<file path="src/rtl/dispense_pkg.sv">
// Shared types for the dispense sequencer: FSM state encoding and Pi amount codes.
package dispense_pkg;

    typedef enum logic [2:0] {
        IDLE,
        STEP_HI,
        STEP_LO,
        RUNOUT,
        DONE
    } state_t;

    localparam logic [1:0] AMT_SMALL = 2'b00;
    localparam logic [1:0] AMT_MED   = 2'b01;
    localparam logic [1:0] AMT_LARGE = 2'b10;
    localparam logic [1:0] AMT_BAD   = 2'b11;

endpackage

</file>
<file path="src/rtl/sync_2ff.sv">
// Parameterised-width two-flop synchroniser with asynchronous active-high reset.
module sync_2ff #(
    parameter int W = 1
) (
    input  logic         clk,
    input  logic         rst,
    input  logic [W-1:0] d,
    output logic [W-1:0] q
);

    logic [W-1:0] meta;

    always_ff @(posedge clk or posedge rst) begin
        if (rst) begin
            meta <= '0;
            q    <= '0;
        end else begin
            meta <= d;
            q    <= meta;
        end
    end

endmodule

</file>
<file path="src/rtl/dispense_sequencer.sv">
// Turns a Pi dispense request into a counted stepper burst plus DC run-out and handshake.
// Optional: define DISPENSE_ABORT_EN to let a dropped candyflag abort a burst in progress.
module dispense_sequencer
    import dispense_pkg::*;
#(
    parameter int unsigned HALF_PERIOD = 2000,
    parameter int unsigned SMALL_STEPS = 200,
    parameter int unsigned MED_STEPS   = 400,
    parameter int unsigned LARGE_STEPS = 800,
    parameter int unsigned RUNOUT_CYC  = 1040000,
    parameter int unsigned CNT_W       = 12
) (
    input  logic       clk,
    input  logic       rst,
    input  logic       candyflag,
    input  logic [1:0] amount,
    output logic       stepper_step,
    output logic       stepper_dir,
    output logic       dc_en,
    output logic       busy,
    output logic       handshake,
    output logic       err
);

`ifdef DISPENSE_ABORT_EN
    localparam bit ABORT_EN = 1'b1;
`else
    localparam bit ABORT_EN = 1'b0;
`endif

    localparam logic [15:0] HP_LAST  = 16'(HALF_PERIOD - 1);
    localparam logic [31:0] RUN_LAST = (RUNOUT_CYC == 0) ? 32'd0 : 32'(RUNOUT_CYC - 1);

    logic [2:0]       sync_q;
    logic             cf_s;
    logic [1:0]       amt_s;
    logic             cf_prev;
    logic             req_rise;
    state_t           state;
    logic [15:0]      half_cnt;
    logic [31:0]      run_cnt;
    logic [CNT_W-1:0] step_cnt;
    logic [CNT_W-1:0] step_next;
    logic [CNT_W-1:0] target;

    sync_2ff #(.W(3)) u_sync (
        .clk (clk),
        .rst (rst),
        .d   ({candyflag, amount}),
        .q   (sync_q)
    );

    assign cf_s        = sync_q[2];
    assign amt_s       = sync_q[1:0];
    assign req_rise    = cf_s & ~cf_prev;
    assign step_next   = step_cnt + 1'b1;
    assign stepper_dir = 1'b0;

    always_ff @(posedge clk or posedge rst) begin
        if (rst) begin
            cf_prev <= 1'b0;
        end else begin
            cf_prev <= cf_s;
        end
    end

    always_ff @(posedge clk or posedge rst) begin
        if (rst) begin
            state        <= IDLE;
            half_cnt     <= '0;
            run_cnt      <= '0;
            step_cnt     <= '0;
            target       <= '0;
            stepper_step <= 1'b0;
            dc_en        <= 1'b0;
            busy         <= 1'b0;
            handshake    <= 1'b0;
            err          <= 1'b0;
        end else if (ABORT_EN && !cf_s &&
                     (state == STEP_HI || state == STEP_LO || state == RUNOUT)) begin
            // Aborted requests never see a handshake.
            state        <= IDLE;
            half_cnt     <= '0;
            run_cnt      <= '0;
            stepper_step <= 1'b0;
            dc_en        <= 1'b0;
            busy         <= 1'b0;
            err          <= 1'b0;
        end else begin
            case (state)
                IDLE: begin
                    if (req_rise) begin
                        busy <= 1'b1;
                        if (amt_s == AMT_BAD) begin
                            err       <= 1'b1;
                            handshake <= 1'b1;
                            state     <= DONE;
                        end else begin
                            case (amt_s)
                                AMT_SMALL: target <= CNT_W'(SMALL_STEPS);
                                AMT_MED:   target <= CNT_W'(MED_STEPS);
                                default:   target <= CNT_W'(LARGE_STEPS);
                            endcase
                            step_cnt     <= '0;
                            half_cnt     <= '0;
                            dc_en        <= 1'b1;
                            stepper_step <= 1'b1;
                            state        <= STEP_HI;
                        end
                    end
                end
                STEP_HI: begin
                    if (half_cnt == HP_LAST) begin
                        half_cnt     <= '0;
                        stepper_step <= 1'b0;
                        state        <= STEP_LO;
                    end else begin
                        half_cnt <= half_cnt + 1'b1;
                    end
                end
                STEP_LO: begin
                    // A step is only counted once its low phase has finished.
                    if (half_cnt == HP_LAST) begin
                        half_cnt <= '0;
                        step_cnt <= step_next;
                        if (step_next == target) begin
                            run_cnt <= '0;
                            state   <= RUNOUT;
                        end else begin
                            stepper_step <= 1'b1;
                            state        <= STEP_HI;
                        end
                    end else begin
                        half_cnt <= half_cnt + 1'b1;
                    end
                end
                RUNOUT: begin
                    if (run_cnt >= RUN_LAST) begin
                        run_cnt   <= '0;
                        dc_en     <= 1'b0;
                        handshake <= 1'b1;
                        state     <= DONE;
                    end else begin
                        run_cnt <= run_cnt + 1'b1;
                    end
                end
                DONE: begin
                    if (!cf_s) begin
                        handshake <= 1'b0;
                        err       <= 1'b0;
                        busy      <= 1'b0;
                        state     <= IDLE;
                    end
                end
                default: begin
                    state <= IDLE;
                end
            endcase
        end
    end

endmodule

</file>
<file path="config.mk">
export PLATFORM = sky130hd
export DESIGN_NAME = dispense_sequencer
export DESIGN_NICKNAME = d
export VERILOG_FILES = /design/src/rtl/dispense_pkg.sv /design/src/rtl/sync_2ff.sv /design/src/rtl/dispense_sequencer.sv
export SDC_FILE = /design/constraint.sdc
export NUM_CORES = 1
export LEC_CHECK = 0
export CORE_MARGIN = 5
export CORE_UTILIZATION = 60
export CTS_CLUSTER_DIAMETER = 50
export DETAILED_ROUTE_END_ITERATION = 6
export GPL_TIMING_DRIVEN = 0
export PLACE_DENSITY = 0.78
export SETUP_SLACK_MARGIN = 0.4
export SLEW_MARGIN = 0
export SYNTH_ARGS = -nofsm -noshare
export SYNTH_HDL_FRONTEND = slang
export SYNTH_SLANG_ARGS = --single-unit
</file>
<file path="constraint.sdc">
create_clock -name clk -period 2.6 [get_ports clk]
set_input_delay 0.26 -clock clk [delete_from_list [all_inputs] [get_ports clk]]
set_output_delay 0.26 -clock clk [all_outputs]
set_load 0.03 [all_outputs]
</file>
## Word level (Yosys, flattened, before mapping)

Index checks and enable logic that the tools add are counted.

| word-level totals | value |
|---|---|
| output and inout bits | 6 |
| flip-flop bits (word level) | 87 |

| cells by class | value |
|---|---|
| reduce and logical (&&, ||, !) cells | 20 |
| bitwise operators | 3 |
| order comparisons | 1 |
| eq/ne operators | 17 |
| muxes and demuxes | 37 |
| add/sub/neg operators | 3 |

Operators by type and width:

| kind | number |
|---|---|
| 32-bit 2-to-1 mux | 3 |
| 32-bit case mux with 2 select lines | 1 |
| 16-bit 2-to-1 mux | 3 |
| 12-bit 2-to-1 mux | 3 |
| 32-bit by 1-bit adder with 32-bit output, second input constant | 1 |
| 32-bit by 20-bit >= comparator with 1-bit output, second input constant | 1 |
| 16-bit case mux with 2 select lines | 1 |
| 12-bit case mux with 2 select lines | 1 |
| 10-bit case mux with 2 select lines | 1 |
| 3-bit 2-to-1 mux | 6 |
| 2-bit inequality test, second input constant | 9 |
| 16-bit by 1-bit adder with 16-bit output, second input constant | 1 |
| 16-bit by 11-bit equality test with 1-bit output, second input constant | 1 |
| 3-bit case mux with 5 select lines | 1 |
| 12-bit by 1-bit adder with 12-bit output, second input constant | 1 |
| 12-bit equality test | 1 |
| 3-bit AND reduction | 4 |
| 4-bit AND reduction | 3 |
| 1-bit 2-to-1 mux | 11 |
| 5-bit AND reduction | 2 |
| 2-bit nonzero test | 5 |
| 3-bit by 2-bit equality test with 1-bit output, second input constant | 2 |
| 1-bit case mux with 2 select lines | 3 |
| 1-bit case mux with 3 select lines | 2 |
| other kinds (12) | 14 |

## Longest topological paths before layout

Gate-level depths: netlist of run 1.

| logic depth | value |
|---|---|
| depth in word-level cells | 5 |
| gate-level depth with buffers | 9 |

## Cells and area by module

A second synthesis of run 1 with hierarchy kept.

| unflattened totals | value |
|---|---|
| cell total of the unflattened synthesis | 519 |
| area, all modules | 4643.2 µm² |

By module, submodules not included:

| module | times used | area each (µm²) | seq. area each (µm²) | cells each |
|---|---|---|---|---|
| dispense_sequencer | 1 | 4489.3 | 1851.8 | 512 |
| sync_2ff | 1 | 153.9 | 150.1 | 7 |

## Least setup slack after synthesis of run 1

Ideal clock, no wire load.

| timing | value |
|---|---|
| kind | reg2reg |
| from | register step_cnt[0] |
| to | register run_cnt[19] |
| cell stages (with the launch flop) | 8 |
| buffers on the path | 0 |
| data arrival time | 2.302 ns |
| slack | 0.211 ns |
| required time | 2.513 ns |
| cell sequence | dfrtp_1 ha_1 and4_4 a21boi_1 or4_1 a22o_1 or4_1 a22oi_1 |

| on the way | value |
|---|---|
| cells in the longest elaborated chain, start to end | 4 |

Ends and longest elaborated chain:

| what | RTL line | source |
|---|---|---|
| from (decl) | dispense_sequencer.sv:42 | `logic [CNT_W-1:0] step_cnt;` |
| from (signal assigned) | dispense_sequencer.sv:125 | `step_cnt <= step_next;` |
| 12-bit by 1-bit adder with 12-bit output | dispense_sequencer.sv:56 | `assign step_next = step_cnt + 1'b1;` |
| 12-bit equality test | dispense_sequencer.sv:126 | `if (step_next == target) begin` |
| 2-bit inequality test (no source line) | -- |  |
| 3-bit AND reduction (no source line) | -- |  |
| to (signal assigned) | dispense_sequencer.sv:144 | `run_cnt <= run_cnt + 1'b1;` |
| to (decl) | dispense_sequencer.sv:41 | `logic [31:0] run_cnt;` |

Every way passes these cells.
A chain may end at the register's enable or synchronous reset.

## Worst setup path in the final report of run 1

| timing | value |
|---|---|
| from | register step_cnt[0] |
| to | register run_cnt[2] |

The elaborated chain is that of the path after synthesis.

==> impl_metrics.yaml, run 1 <==
power_and_ir_drop:
  combinationalPowerShare_pct: 32.8
  sw_frac_of_total_pct: 36.8
  seqPwrFrac_pct: 43.5
  p_switching_mw: 1.27
  leakage_nw: 2.12
  peakVddDrop_mv: 0.360
  pwr-share-clk_pct: 23.7
  power.internal_mw: 2.19
  power.density_nw_per_um2: 676
  p_total_mw: 3.46
synth:
  synth_ff_type: "dfrtp_1"
  yosys-top-cells-count: "dfrtp_1, nor2_1, nand2_1, o21ai_0, nand3_1"
  synth_most_common_cell: "dfrtp_1"
  yosys_warnings: 0
  synthCells: 462
  synth_area_leader_cell: "dfrtp_1"
  synth_top_area_share_pct: 48.2
  ys_seq_elements: 80
  synth_cell_types: 58
  seq_area_frac_synth_pct: 48.2
  syn_avg_cell_area_sq_um: 9.00
  netlist_area_sq_um: 4160
  synth-edff-count: 0
  syn_nets: 471
  synth.area.top_cells: "dfrtp_1, nor2_1, o21ai_0"
  ys_async_sr_fraction_pct: 100
setup_path:
  startpoint: "step_cnt[0]"
  worstSetupStartpointType: "register"
  worstPathRequired_ns: 2.83
  r2r_cells: 9
  worstPathArrival_ns: 2.67
  crit_chain: "ha_4 > nand4_1 > or3_1 > a221oi_2 > o2111ai_1 > o21ai_2 > buf_6 > buf_6 > a31oi_1"
  crit_end: "run_cnt[2]"
  crit_path_frequent_cell: "buf_6"
  cp_slowest_cell: "or3_1"
  rr_startpoint: "step_cnt[0]"
  end_kind: "register"
  path_class: "reg -> reg"
  r2r_slack_ns: 0.16
  reg2reg_to: "run_cnt[2]"
  critPathMaxFanout: 7
  max_stage_delay_ns: 0.43
clock_network:
  cts.htree.levels: 3
  clock-sinks: 80
  clk_latency_ns: 0.36
  clkTransAtPathRegs_ns: 0.08
  cts_tree: "yes"
  clock_path_buffers: 2
  cts_root_buf: "clkbuf_8"
  cts-hold-fix-buffers: 0
  cts_buffers: 9
routing:
  drt-wirelength-per-cell_microns: 16.9
  num_vias: 3825
  drtIter0Drc: 248
  viasPerCell: 6.38
  wirelength_mm: 10.1
  drc: 0
  antenna_left: 0
  dr.pass1.iters: 5
worst_hold_path:
  hp-class: "in -> reg"
grt:
  overflow: 0
  grt_first_pass_wirelength_mm: 16.8
  grt_pass1_vias: 3616
  grt_max_degree: 43
  antenna_found_initial: 0
  grt_use_total_pct: 23.8
die:
  initial_core_util_pct: 61.5
  core_sq_um: 6760
  die_h_microns: 93.2
  rows: 30
  die_w_microns: 93.2
  dieArea_sq_um: 8690
  ios: 11
placed_design:
  dp_slack_ns: -0.254
  detailed_place_hpwl_mm: 6.16
  routabilityCongestion: 0.872
  portBuffers: 9
sta:
  setup_violations: 0
  fmax_mhz: 409
  rsz0062_at_grt: "true"
  finClkSkew_ns: 0.00762
  period_minus_slack_ns: 2.44
  max-slew-margin-rel_pct: 43.6
  fin_crit_sh_pct: 94.0
  finalHoldViolations: 0
  tns_ns: 0
  finalMaxSlewViolations: 0
  tightest_slew_ns: 0.845
  worst_slack_ns: 0.156
job:
  cap_violations: 0
layout:
  fin_util_pct: 75.7
  seqCellArea_sq_um: 2010
  fin_nets: 524
  area_delta_synth_final_pct: 23.1
  multiInputGateArea_sq_um: 2250
  antenna_cells: 0
  drive_gt1_share_pct: 24.0
  fillers: 475
status:
  status: "finished clean"
state kept, by name (all words and copies together), names as in the netlist:
signal,cells
handshake,1
half_cnt,16
u_sync.q,3
err,1
state,3
busy,1
cf_prev,1
run_cnt,32
target,5
dc_en,1
step_cnt,12
u_sync.meta,3
stepper_step,1
stage by stage:
stage / std cells / hold slack, ns / area, sq um
floorplan: 462 / 0.291 / 4170
global placement: 551 / 0.332 / 4360
detailed placement: 552 / 0.339 / 4380
CTS: 590 / 0.334 / 4880
global route: 600 / 0.338 / 5120
finish: 600 / 0.347 / 5120
critical path: cells and delay by family, from the launching register on:
family                   cells  cell delay, ns
AO/OA/AOI/OAI                4            0.82
AND/OR/NAND/NOR              2            0.62
flip-flops                   1            0.40
buffers and inverters        2            0.32
adder cells (fa/ha/maj)      1            0.17
area by class of cell:
type | count | share of cell area, %
well taps | 80 | 1.96
clock buffers | 9 | 2.42
multi-input cells | 343 | 44.0
repair buffers | 42 | 7.36
inverters | 20 | 1.54
flip-flops and latches | 80 | 39.3
clock inverters | 7 | 0.954
plain buffers | 19 | 2.49
routing by layer:
layer	vias to the layer above	global-route usage [%]	share of wire [%]
met5	-	0	0
met4	0	11.8	2.1
met3	26	3.86	5.4
met2	137	38.4	50
met1	1871	31.3	42
li1	1791	-	-
cells by family (layout without fill, tap and decap cells):
kind of cell	count (synthesis)	count (layout)	share of synthesized area, %
AND/OR/NAND/NOR	206	206	25.7
AO/OA/AOI/OAI	116	116	17.5
flip-flops	80	80	48.2
buffers and inverters	39	97	4.00
XOR/XNOR	15	15	3.16
adder cells (fa/ha/maj)	4	4	1.20
other	1	1	0.0902
multiplexers	1	1	0.241
how the worst min path moves through the flow:
stage,endpoint,start,cells past startpoint,slack (ns)
after CTS,u_sync.meta[0],amount[0],1,0.33
after global placement,u_sync.q[2],u_sync.meta[2],0,0.33
final,u_sync.meta[2],candyflag,1,0.35
after global routing,u_sync.meta[0],amount[0],1,0.34
after detailed placement,u_sync.q[0],u_sync.meta[0],0,0.34
after floorplan,u_sync.meta[0],amount[0],0,0.29
timing repair:
item                       CTS  global route
buffers inserted            18            10
gates resized for setup     52            43
setup endpoints to repair   61            63
pin swaps                   25            14
gates cloned                 4             0
power by group through the flow:
| stage | Combinational, mW | Sequential, mW | Clock, mW |
|---|---|---|---|
| after floorplan | 0.592 | 1.55 | 0 |
| after global placement | 0.848 | 1.52 | 0 |
| after detailed placement | 0.882 | 1.52 | 0 |
| after CTS | 1.01 | 1.49 | 0.828 |
| after global routing | 1.22 | 1.52 | 0.889 |
| final | 1.13 | 1.50 | 0.819 |
placed cells by master, fill, tap and decap left out, types with 3 or more instances in the layout:
cell type	n
o21ai_0	26
and3_1	11
dfrtp_1	74
clkinv_4	3
xnor2_1	4
or4_1	6
or3_1	6
clkbuf_4	5
xor2_1	10
a21o_1	3
nor2_2	11
clkbuf_1	5
o21ai_1	12
nand3_1	24
clkbuf_8	9
o21ai_2	6
inv_1	19
and2_1	3
o31ai_1	6
a31oi_1	16
clkdlybuf4s50_1	9
nand2_1	41
buf_6	11
nor3_1	7
nand4_1	13
dfrtp_2	6
nand2b_1	7
nand2_2	4
buf_4	26
clkinv_2	3
a41oi_1	4
nor2_1	38
a21oi_1	19
nor4_1	9
Power figures use the tool's default switching activity.
==> run 2: changes to the inputs <==
--- a/config.mk
+++ b/config.mk
@@ -5,6 +5,7 @@
 export SDC_FILE = /design/constraint.sdc
 export NUM_CORES = 1
 export LEC_CHECK = 0
+export ABC_CLOCK_PERIOD_IN_PS = 2600
 export CORE_MARGIN = 5
 export CORE_UTILIZATION = 60
 export CTS_CLUSTER_DIAMETER = 50
==> results of run 2 <==
Same layout as run 1: the final DEF is identical, and so are final timing and power.
